===== config.mk =====
export PLATFORM = sky130hd
export DESIGN_NAME = alu4_seq
export DESIGN_NICKNAME = d
export VERILOG_FILES = /design/src/rtl/alu4_seq_pkg.sv /design/src/rtl/alu4_seq.sv
export SDC_FILE = /design/constraint.sdc
export NUM_CORES = 1
export LEC_CHECK = 0
export BUFFER_PORTS_ARGS = -buffer_cell sky130_fd_sc_hd__buf_2
export CAP_MARGIN = 20
export CORE_ASPECT_RATIO = 0.7
export CORE_MARGIN = 2
export CORE_UTILIZATION = 25
export DETAILED_ROUTE_END_ITERATION = 10
export PLACE_DENSITY = 0.57
export SYNTH_ARGS = -nofsm -noshare
export SYNTH_HDL_FRONTEND = slang
export SYNTH_SLANG_ARGS = --single-unit
export TNS_END_PERCENT = 100

===== constraint.sdc =====
create_clock -name clk -period 1.6 [get_ports clk]
set_input_delay 0.16 -clock clk [delete_from_list [all_inputs] [get_ports clk]]
set_output_delay 0.16 -clock clk [all_outputs]
set_load 0.02 [all_outputs]

===== src/rtl/alu4_seq_pkg.sv =====
// Shared definitions for the ALU sequencing stage: opcode encodings and FSM states.
package alu4_seq_pkg;

  // Opcodes understood by the 4-bit combinational ALU
  localparam logic [2:0] OP_NOTA = 3'b000;
  localparam logic [2:0] OP_NOTB = 3'b001;
  localparam logic [2:0] OP_AND  = 3'b010;
  localparam logic [2:0] OP_OR   = 3'b011;
  localparam logic [2:0] OP_XOR  = 3'b100;
  localparam logic [2:0] OP_XNOR = 3'b101;
  localparam logic [2:0] OP_ADD  = 3'b110;
  localparam logic [2:0] OP_SUB  = 3'b111;

  // Sequencer states: accept a request, let the ALU settle, present the result
  typedef enum logic [1:0] {
    ST_IDLE = 2'd0,
    ST_EXEC = 2'd1,
    ST_DONE = 2'd2
  } state_t;

endpackage


===== src/rtl/alu4_seq.sv =====
// Sequencing stage around the 4-bit ALU. Requests are latched into the ALU
// operand registers, the ALU output is captured one cycle later, and the
// result is offered downstream until it is taken. An accumulator keeps the
// last result for chained operations; o_op_cnt counts delivered results.
//
// Handshakes: a transfer happens on a rising edge where valid and ready are
// both high. Upstream (i_valid/o_ready) and downstream (o_valid/i_ready) both
// follow this rule; o_ready and o_valid depend on the state only, so neither
// has a combinational path from the other side's valid/ready.
module alu4_seq
  import alu4_seq_pkg::*;
(
  input  logic       clk,
  input  logic       reset_n,
  // upstream request
  input  logic       i_valid,
  output logic       o_ready,
  input  logic [3:0] i_a,
  input  logic [3:0] i_b,
  input  logic [2:0] i_op,
  input  logic       i_chain,
  // ALU side
  output logic [3:0] alu_a,
  output logic [3:0] alu_b,
  output logic [2:0] alu_op,
  input  logic [3:0] alu_result,
  input  logic       alu_c,
  input  logic       alu_n,
  input  logic       alu_z,
  input  logic       alu_v,
  // downstream result
  output logic       o_valid,
  input  logic       i_ready,
  output logic [3:0] o_result,
  output logic       o_c,
  output logic       o_n,
  output logic       o_z,
  output logic       o_v,
  output logic [3:0] o_acc,
  output logic [7:0] o_op_cnt,
  // debug visibility of the sequencer state
  output state_t     o_state
);

  state_t     state_q;
  logic [3:0] alu_a_q;
  logic [3:0] alu_b_q;
  logic [2:0] alu_op_q;
  logic [3:0] result_q;
  logic       c_q;
  logic       n_q;
  logic       z_q;
  logic       v_q;
  logic [3:0] acc_q;
  logic [7:0] op_cnt_q;

  // Sequencer FSM with operand, capture, accumulator and counter registers
  always_ff @(posedge clk or negedge reset_n) begin
    if (!reset_n) begin
      state_q  <= ST_IDLE;
      alu_a_q  <= 4'd0;
      alu_b_q  <= 4'd0;
      alu_op_q <= 3'd0;
      result_q <= 4'd0;
      c_q      <= 1'b0;
      n_q      <= 1'b0;
      z_q      <= 1'b0;
      v_q      <= 1'b0;
      acc_q    <= 4'd0;
      op_cnt_q <= 8'd0;
    end else begin
      case (state_q)
        ST_IDLE: begin
          if (i_valid) begin
            // Chained requests read the accumulator left by the last completed op
            alu_a_q  <= i_chain ? acc_q : i_a;
            alu_b_q  <= i_b;
            alu_op_q <= i_op;
            state_q  <= ST_EXEC;
          end
        end
        ST_EXEC: begin
          // The ALU has settled from the registered operands during this cycle
          result_q <= alu_result;
          acc_q    <= alu_result;
          c_q      <= alu_c;
          n_q      <= alu_n;
          z_q      <= alu_z;
          v_q      <= alu_v;
          state_q  <= ST_DONE;
        end
        ST_DONE: begin
          if (i_ready) begin
            op_cnt_q <= op_cnt_q + 8'd1;
            state_q  <= ST_IDLE;
          end
        end
        default: state_q <= ST_IDLE;
      endcase
    end
  end

  // Handshake outputs are decoded from the state register alone
  always_comb begin
    o_ready = (state_q == ST_IDLE);
    o_valid = (state_q == ST_DONE);
  end

  assign alu_a    = alu_a_q;
  assign alu_b    = alu_b_q;
  assign alu_op   = alu_op_q;
  assign o_result = result_q;
  assign o_c      = c_q;
  assign o_n      = n_q;
  assign o_z      = z_q;
  assign o_v      = v_q;
  assign o_acc    = acc_q;
  assign o_op_cnt = op_cnt_q;
  assign o_state  = state_q;

endmodule

==> results.sh, run 1 <==
export IMPL_setup_repair_after_global_routing_missed_its_margin="no"
export IMPL_yosys_warnings=0
export IMPL_finalSetupViolCount=0
export IMPL_setup_total_negative_slack_ns=0
export IMPL_hold_buffers=1
export IMPL_worst_skew_pair_late_latency_ns=0.27
export IMPL_grt_start_max_net_pins=30
export IMPL_clk_path_buf_depth=2
export IMPL_seqCellArea_um2=725.7
export IMPL_drt_antenna_violating_nets=0
export IMPL_worst_voltage_drop_across_the_vdd_grid_v=0.0006367
export IMPL_initialDrtViolationCount=6
export IMPL_cellInternalPower_w=0.002196
export IMPL_p_sw_share_pct=39.11
export IMPL_setup_fix_bufs_post_cts=0
export IMPL_final_cells=208
export IMPL_yosys_area_top_type_share_pct=59.61
export IMPL_post_route_min_period_ns=1.447
export IMPL_first_global_vias=890
export IMPL_nFillCells=480
export IMPL_cts_tree="yes"
export IMPL_layout_drive_gt1_share_pct=56.95
export IMPL_clkSinkCount=29
export IMPL_dieWidth_um=87.41
export IMPL_finish_net_count=175
export IMPL_clk_transition_reported_paths_ns=0.06
export IMPL_final_critical_path_setup_slack_ns=0.1530
export IMPL_end_kind="flop"
export IMPL_power_static_leakage_nw=0.8468
export IMPL_final_area_mm2=0.001674
export IMPL_synth_area_mm2=0.001217
export IMPL_post_layout_total_power_w=0.003606
export IMPL_whs_endpoint="o_state[1]"
export IMPL_grt_antenna_before_repair=0
export IMPL_portBuffers=58
export IMPL_largest_delay_share_family_worst_path="simple AND/OR/NAND/NOR gates"
export IMPL_final_hold_violation_count=0
export IMPL_hpwl_mm=1.892
export IMPL_ioPinCount=59
export IMPL_cts_htree_levels=2
export IMPL_row_count=21
export IMPL_critPathLaunchType="flop"
export IMPL_critical_path_arrival_ns=1.60
export IMPL_antenna_diode_count=0
export IMPL_final_common_cell="sky130_fd_sc_hd__buf_2"
export IMPL_drcViolationCount=0
export IMPL_setup_worst_path_class="flop to flop"
export IMPL_total_global_routing_track_utilization_pct=9.757
export IMPL_power_share_clock_pct=21.4
export IMPL_initial_core_util_pct=25.74
export IMPL_fmax_ghz=0.6911
export IMPL_placed_instances=199
export IMPL_cp_required_ns=1.76
export IMPL_share_comb_of_total_power_pct=42.4
export IMPL_syn_nets=114
export IMPL_drtPass1Iterations=3
export IMPL_pre_cts_slack_ns=0.1542
export IMPL_grt_remaining_overflow=0
export IMPL_crit_buf_inv=0
export IMPL_ys_top_cells_by_area="sky130_fd_sc_hd__dfrtp_1, sky130_fd_sc_hd__mux2_2, sky130_fd_sc_hd__mux2i_1, sky130_fd_sc_hd__xor2_1, sky130_fd_sc_hd__buf_4"
export IMPL_layout_area_overhead_vs_synth_pct=37.51
export IMPL_worstHoldPathType="input pin to flop"
export IMPL_most_common_layout_cells="sky130_fd_sc_hd__buf_2, sky130_fd_sc_hd__dfrtp_1, sky130_fd_sc_hd__mux2_2"
export IMPL_design_die_area_mm2=0.005453
export IMPL_vias=874
export IMPL_drt_vias_per_instance=4.202
export IMPL_dp_area_mm2=0.001544
export IMPL_finalWeightedCongestion=0.7473
export IMPL_clock_tree_root_cell="sky130_fd_sc_hd__clkbuf_8"
export IMPL_cts_resized_gates=0
export IMPL_worstReg2RegStart="o_state[1]"
export IMPL_tightest_slew_ns=0.6295
export IMPL_hold_path_startpoint="i_ready"
export IMPL_drv_cap=0
export IMPL_postSynthRegisterBits=29
export IMPL_netlist_top_cell_by_area="sky130_fd_sc_hd__dfrtp_1"
export IMPL_critical_path_cell_chain="nor3b_4, mux2_2"
export IMPL_wl_per_cell_um=12.04
export IMPL_max_slew_margin_rel_pct=58.03
export IMPL_min_period_over_period_pct=90.44
export IMPL_synth_cells=89
export IMPL_ys_types=25
export IMPL_grt_pass1_wl_mm=4.091
export IMPL_clock_skew_ns=0.004570
export IMPL_r2r_worst_path_cells=2
export IMPL_avgSynthCellArea_um2=13.68
export IMPL_yosysSeqAreaShare_pct=59.61
export IMPL_final_max_slew_violation_count=0
export IMPL_multi_input_gate_area_in_the_final_layout_um2=437.9
export IMPL_outcome="finished, final reports clean"
export IMPL_cts_buf_count=5
export IMPL_switching_power_w=0.001411
export IMPL_crit_path_max_fanout=9
export IMPL_seq_power_share_pct=36.2
export IMPL_hold_path_cell_count=2
export IMPL_wl_mm=2.505
export IMPL_die_ht_um=62.39
export IMPL_crit_reg2reg_capture="alu_b[0]"
export IMPL_p_per_area_mw_per_mm2=2154
export IMPL_critPathSlowestCell="sky130_fd_sc_hd__nor3b_4"
export IMPL_setup_reg_to_reg_worst_slack_ns=0.15
export IMPL_critical_path_max_stage_delay_ns=0.48
export IMPL_core_area_mm2=0.004730
## cells by family after synthesis
logic type	after synthesis	synth area share, %
AO/OA/AOI/OAI	5	2.055
XOR/XNOR	7	5.036
adder cells (fa/ha/maj)	1	1.028
buffers and inverters	8	4.418
flip-flops	29	59.61
multiplexers	20	18.40
AND/OR/NAND/NOR	19	9.456
## through the flow
stage | util [%] | hold WS (ns)
3_3_place_gp | 32.65 | 0.2100
4_1_cts | 35.40 | 0.09691
6_report | 35.40 | 0.1108
3_5_place_dp | 32.65 | 0.2261
5_1_grt | 35.40 | 0.1066
2_1_floorplan | - | -0.1356
## sequential cells by signal, summed over array words and instances, names as in the netlist
name	count
alu_a	4
alu_b	4
alu_op	3
o_acc	4
o_c	1
o_n	1
o_op_cnt	8
o_state	2
o_v	1
o_z	1
## final cells by class
| cell class | count | area share, % |
|---|---|---|
| sequential | 29 | 43.35 |
| multi-input combinational | 52 | 26.16 |
| timing repair buffer | 61 | 18.83 |
| clock buffer | 6 | 4.933 |
| tap | 57 | 4.260 |
| clock inverter | 2 | 2.242 |
| inverter | 1 | 0.2242 |
## power by group through the flow
stage | logic [W] | clock network (W) | registers [W]
after global routing | 0.00166 | 0.000844 | 0.00136
after global placement | 0.00153 | 0 | 0.00130
final | 0.00153 | 0.000772 | 0.00130
after CTS | 0.00156 | 0.000802 | 0.00131
after floorplan | 0.000687 | 0 | 0.00169
after detailed placement | 0.00155 | 0 | 0.00132
## synthesized netlist by cell type
library cell               instances
sky130_fd_sc_hd__nor3_1            2
sky130_fd_sc_hd__nand3_1           3
sky130_fd_sc_hd__and3_1            1
sky130_fd_sc_hd__xor2_1            4
sky130_fd_sc_hd__a21oi_1           4
sky130_fd_sc_hd__ha_1              1
sky130_fd_sc_hd__nor3b_4           1
sky130_fd_sc_hd__nand2b_1          1
sky130_fd_sc_hd__dfrtp_1          29
sky130_fd_sc_hd__nand2_1           1
sky130_fd_sc_hd__mux2i_1           4
sky130_fd_sc_hd__nor2_1            6
sky130_fd_sc_hd__and4b_2           1
sky130_fd_sc_hd__buf_6             1
sky130_fd_sc_hd__buf_1             1
sky130_fd_sc_hd__mux2_2           15
sky130_fd_sc_hd__nand3b_1          1
sky130_fd_sc_hd__or2b_1            1
sky130_fd_sc_hd__buf_2             1
sky130_fd_sc_hd__xnor2_1           3
sky130_fd_sc_hd__mux2_4            1
sky130_fd_sc_hd__nand4_1           1
sky130_fd_sc_hd__buf_4             4
sky130_fd_sc_hd__inv_1             1
sky130_fd_sc_hd__o21ai_0           1
## routing by layer
| layer | track usage [%] | vias to the layer above | wire (µm) |
|---|---|---|---|
| met2 | 14.87 | 25 | 1256 |
| met3 | 3.831 | 0 | 134 |
| li1 | - | 423 | - |
| met5 | 0 | - | 0 |
| met1 | 12.06 | 426 | 1113 |
| met4 | 4.615 | 0 | 0 |
## worst max path at each step
stage / startpoint / cells past startpoint / slack (ns) / end
2_1_floorplan: o_state[1] / 3 / 0.15 / alu_b[2]
3_3_place_gp: o_state[1] / 2 / 0.23 / alu_op[1]
3_5_place_dp: o_state[1] / 2 / 0.15 / alu_b[0]
4_1_cts: o_state[1] / 2 / 0.13 / alu_b[0]
5_1_grt: o_state[1] / 4 / 0.06 / alu_a[2]
6_report: o_state[1] / 2 / 0.15 / alu_b[0]
(Power assumes the default switching activity.)
==> run 2: changes to the inputs <==
Settings changed: ABC_AREA set to 1, PLACE_DENSITY 0.57 to 0.56.
==> results.sh, run 2 <==
export IMPL_outcome="finished, final reports clean"
export IMPL_finalWeightedCongestion=0.6996
export IMPL_worst_voltage_drop_across_the_vdd_grid_v=0.0008293
export IMPL_gr_max_usage_layer="met2"
export IMPL_clock_tree_root_cell="sky130_fd_sc_hd__clkbuf_8"
export IMPL_layout_area_overhead_vs_synth_pct=32.78
export IMPL_largest_register_ffs=8
export IMPL_first_global_vias=1033
export IMPL_critPathLaunchType="flop"
export IMPL_cts_tree="yes"
export IMPL_row_count=22
export IMPL_initialDrtViolationCount=34
export IMPL_final_area_mm2=0.001789
export IMPL_ys_top_cells_by_count="sky130_fd_sc_hd__dfrtp_1, sky130_fd_sc_hd__nand2_1, sky130_fd_sc_hd__inv_1, sky130_fd_sc_hd__nand2_2, sky130_fd_sc_hd__nor2_1"
export IMPL_synth_area_mm2=0.001348
export IMPL_die_ht_um=65.43
export IMPL_yosysSeqAreaShare_pct=53.85
export IMPL_grt_remaining_overflow=0
export IMPL_synth_cells=127
export IMPL_min_period_over_period_pct=87.68
export IMPL_max_slew_margin_rel_pct=54.64
export IMPL_crit_path_max_fanout=4
export IMPL_end_kind="primary output"
export IMPL_vias=1007
export IMPL_clkSinkCount=29
export IMPL_grt_antenna_before_repair=0
export IMPL_grt_start_max_net_pins=30
export IMPL_clk_transition_reported_paths_ns=0.06
export IMPL_finalSetupViolCount=0
export IMPL_drv_cap=0
export IMPL_initial_core_util_pct=25.77
export IMPL_design_die_area_mm2=0.006003
export IMPL_power_static_leakage_nw=0.9686
export IMPL_netlist_top_cell_by_area="sky130_fd_sc_hd__dfrtp_1"
export IMPL_postSynth_topFlopCell="sky130_fd_sc_hd__dfrtp_1"
export IMPL_avgSynthCellArea_um2=10.61
export IMPL_post_route_min_period_ns=1.403
export IMPL_worstHoldPathType="input pin to flop"
export IMPL_drtPass1Iterations=4
export IMPL_wl_mm=2.932
export IMPL_fmax_ghz=0.7128
export IMPL_met1_usage_pct=14.84
export IMPL_pre_cts_slack_ns=0.3390
export IMPL_dieWidth_um=91.75
export IMPL_clock_skew_ns=0.007903
export IMPL_dp_area_mm2=0.001678
export IMPL_yosys_area_top_type_share_pct=53.85
export IMPL_drcViolationCount=0
export IMPL_drt_vias_per_instance=3.858
export IMPL_clk_path_buf_depth=2
export IMPL_antenna_diode_count=0
export IMPL_final_max_slew_violation_count=0
export IMPL_hpwl_mm=2.138
export IMPL_number_of_flops_mapped_to_enable_cells_by_yosys=0
export IMPL_final_common_cell="sky130_fd_sc_hd__buf_2"
export IMPL_p_per_area_mw_per_mm2=2043
export IMPL_most_common_layout_cells="sky130_fd_sc_hd__buf_2, sky130_fd_sc_hd__nand2_1, sky130_fd_sc_hd__dfrtp_1"
export IMPL_grtUsageMet2_pct=15.44
export IMPL_syn_nets=152
export IMPL_setup_repair_after_global_routing_missed_its_margin="no"
export IMPL_met3_usage_pct=4.128
export IMPL_portBuffers=58
export IMPL_tightest_slew_ns=0.6803
export IMPL_final_critical_path_setup_slack_ns=0.1971
export IMPL_postSynthRegisterBits=29
export IMPL_finish_net_count=213
export IMPL_worst_skew_pair_late_latency_ns=0.28
export IMPL_yosys_warnings=0
export IMPL_final_hold_violation_count=0
export IMPL_post_layout_total_power_w=0.003655
export IMPL_grt_pass1_wl_mm=4.905
export IMPL_core_area_mm2=0.005230
export IMPL_cts_buf_count=5
export IMPL_ys_top_cells_by_area="sky130_fd_sc_hd__dfrtp_1, sky130_fd_sc_hd__mux2_4, sky130_fd_sc_hd__nand2_1, sky130_fd_sc_hd__nand2_2, sky130_fd_sc_hd__inv_1"
export IMPL_critical_path_arrival_ns=1.24
export IMPL_layout_drive_gt1_share_pct=50.79
export IMPL_cts_htree_levels=2
export IMPL_setup_total_negative_slack_ns=0
export IMPL_drt_antenna_violating_nets=0
export IMPL_total_global_routing_track_utilization_pct=10.80
export IMPL_wl_per_cell_um=11.23
export IMPL_post_synthesis_async_set_or_reset_flop_share_pct=100.0
export IMPL_cp_required_ns=1.44
export IMPL_ioPinCount=59
export IMPL_ys_types=21
export IMPL_setup_worst_path_class="flop to primary output"
## run 2: changes by cell type after synthesis, moves of 4 or more
| cell | change |
|---|---|
| sky130_fd_sc_hd__mux2_2 | -15 |
| sky130_fd_sc_hd__mux2i_1 | -4 |
| sky130_fd_sc_hd__nand2_1 | +28 |
| sky130_fd_sc_hd__inv_1 | +9 |
| sky130_fd_sc_hd__mux2_4 | +7 |
| sky130_fd_sc_hd__nand2_2 | +10 |
| sky130_fd_sc_hd__a21oi_1 | -4 |
## run 2: routing by layer
| metal | share of wire [%] | routed length, µm |
|---|---|---|
| met5 | 0 | 0 |
| met4 | 0.61 | 18 |
| met3 | 7.6 | 223 |
| met2 | 42 | 1246 |
| met1 | 49 | 1445 |
## run 2: final cells by class
class                           count  area, µm²
Clock buffer                        7      96.34
Fill cell                         558       3441
Multi-Input combinational cell     80      523.0
Tap cell                           72      90.09
Clock inverter                      1      5.005
Inverter                           13      48.80
Sequential cell                    29      725.7
Timing Repair Buffer               59      300.3
## run 2: per-stage QoR
stage,utilization (%),std cells,hold slack [ns]
2_1_floorplan,-,127,-0.1356
3_3_place_gp,32.08,252,0.2435
3_5_place_dp,32.08,252,0.2502
4_1_cts,34.21,261,0.06263
5_1_grt,34.21,261,0.08128
6_report,34.21,261,0.07183
## run 2: power breakdown
part	switching (W)	total, W	internal, W
Combinational	0.00101	0.00167	0.000658
Sequential	0.000274	0.00132	0.00105
Clock	0.000278	0.000666	0.000388
## run 2: path summary, 6_finish.rpt
check	startpoint	end	slack (ns)	cells after the start
worst min-delay path	i_b[0]	alu_b[0]	0.07	3
min in group asynchronous	reset_n	o_op_cnt[3]	0.46	2
max in group asynchronous	reset_n	alu_a[1]	0.70	2
worst max register to register	o_state[1]	alu_op[0]	0.35	5
worst max-delay path	o_state[1]	o_valid	0.20	3
worst min register to register	alu_b[1]	alu_b[1]	0.49	2
## run 2: worst max-delay path, cell delays in order, from the launching register on
cell                      delay [ns]
sky130_fd_sc_hd__dfrtp_1        0.48
sky130_fd_sc_hd__inv_2          0.09
sky130_fd_sc_hd__nor2_2         0.19
sky130_fd_sc_hd__buf_2          0.20
## run 2: cells by family (layout without fill, tap and decap cells)
logic type      count (synthesis)  after routing  share of synthesized area [%]
mux                             8              8                          8.914
simple gates                   62             62                          23.40
fa+ha+maj                       1              1                         0.9284
flops                          29             29                          53.85
xor+xnor                        4              4                          2.600
compound gates                  5              5                          2.971
buf+inv                        18             80                          7.336
## run 2: what timing repair did
item | in CTS | in global routing
buffers inserted | 0 | 0
hold endpoints to repair | 29 | 0
hold buffers | 1 | 0
resized for setup | 0 | 0
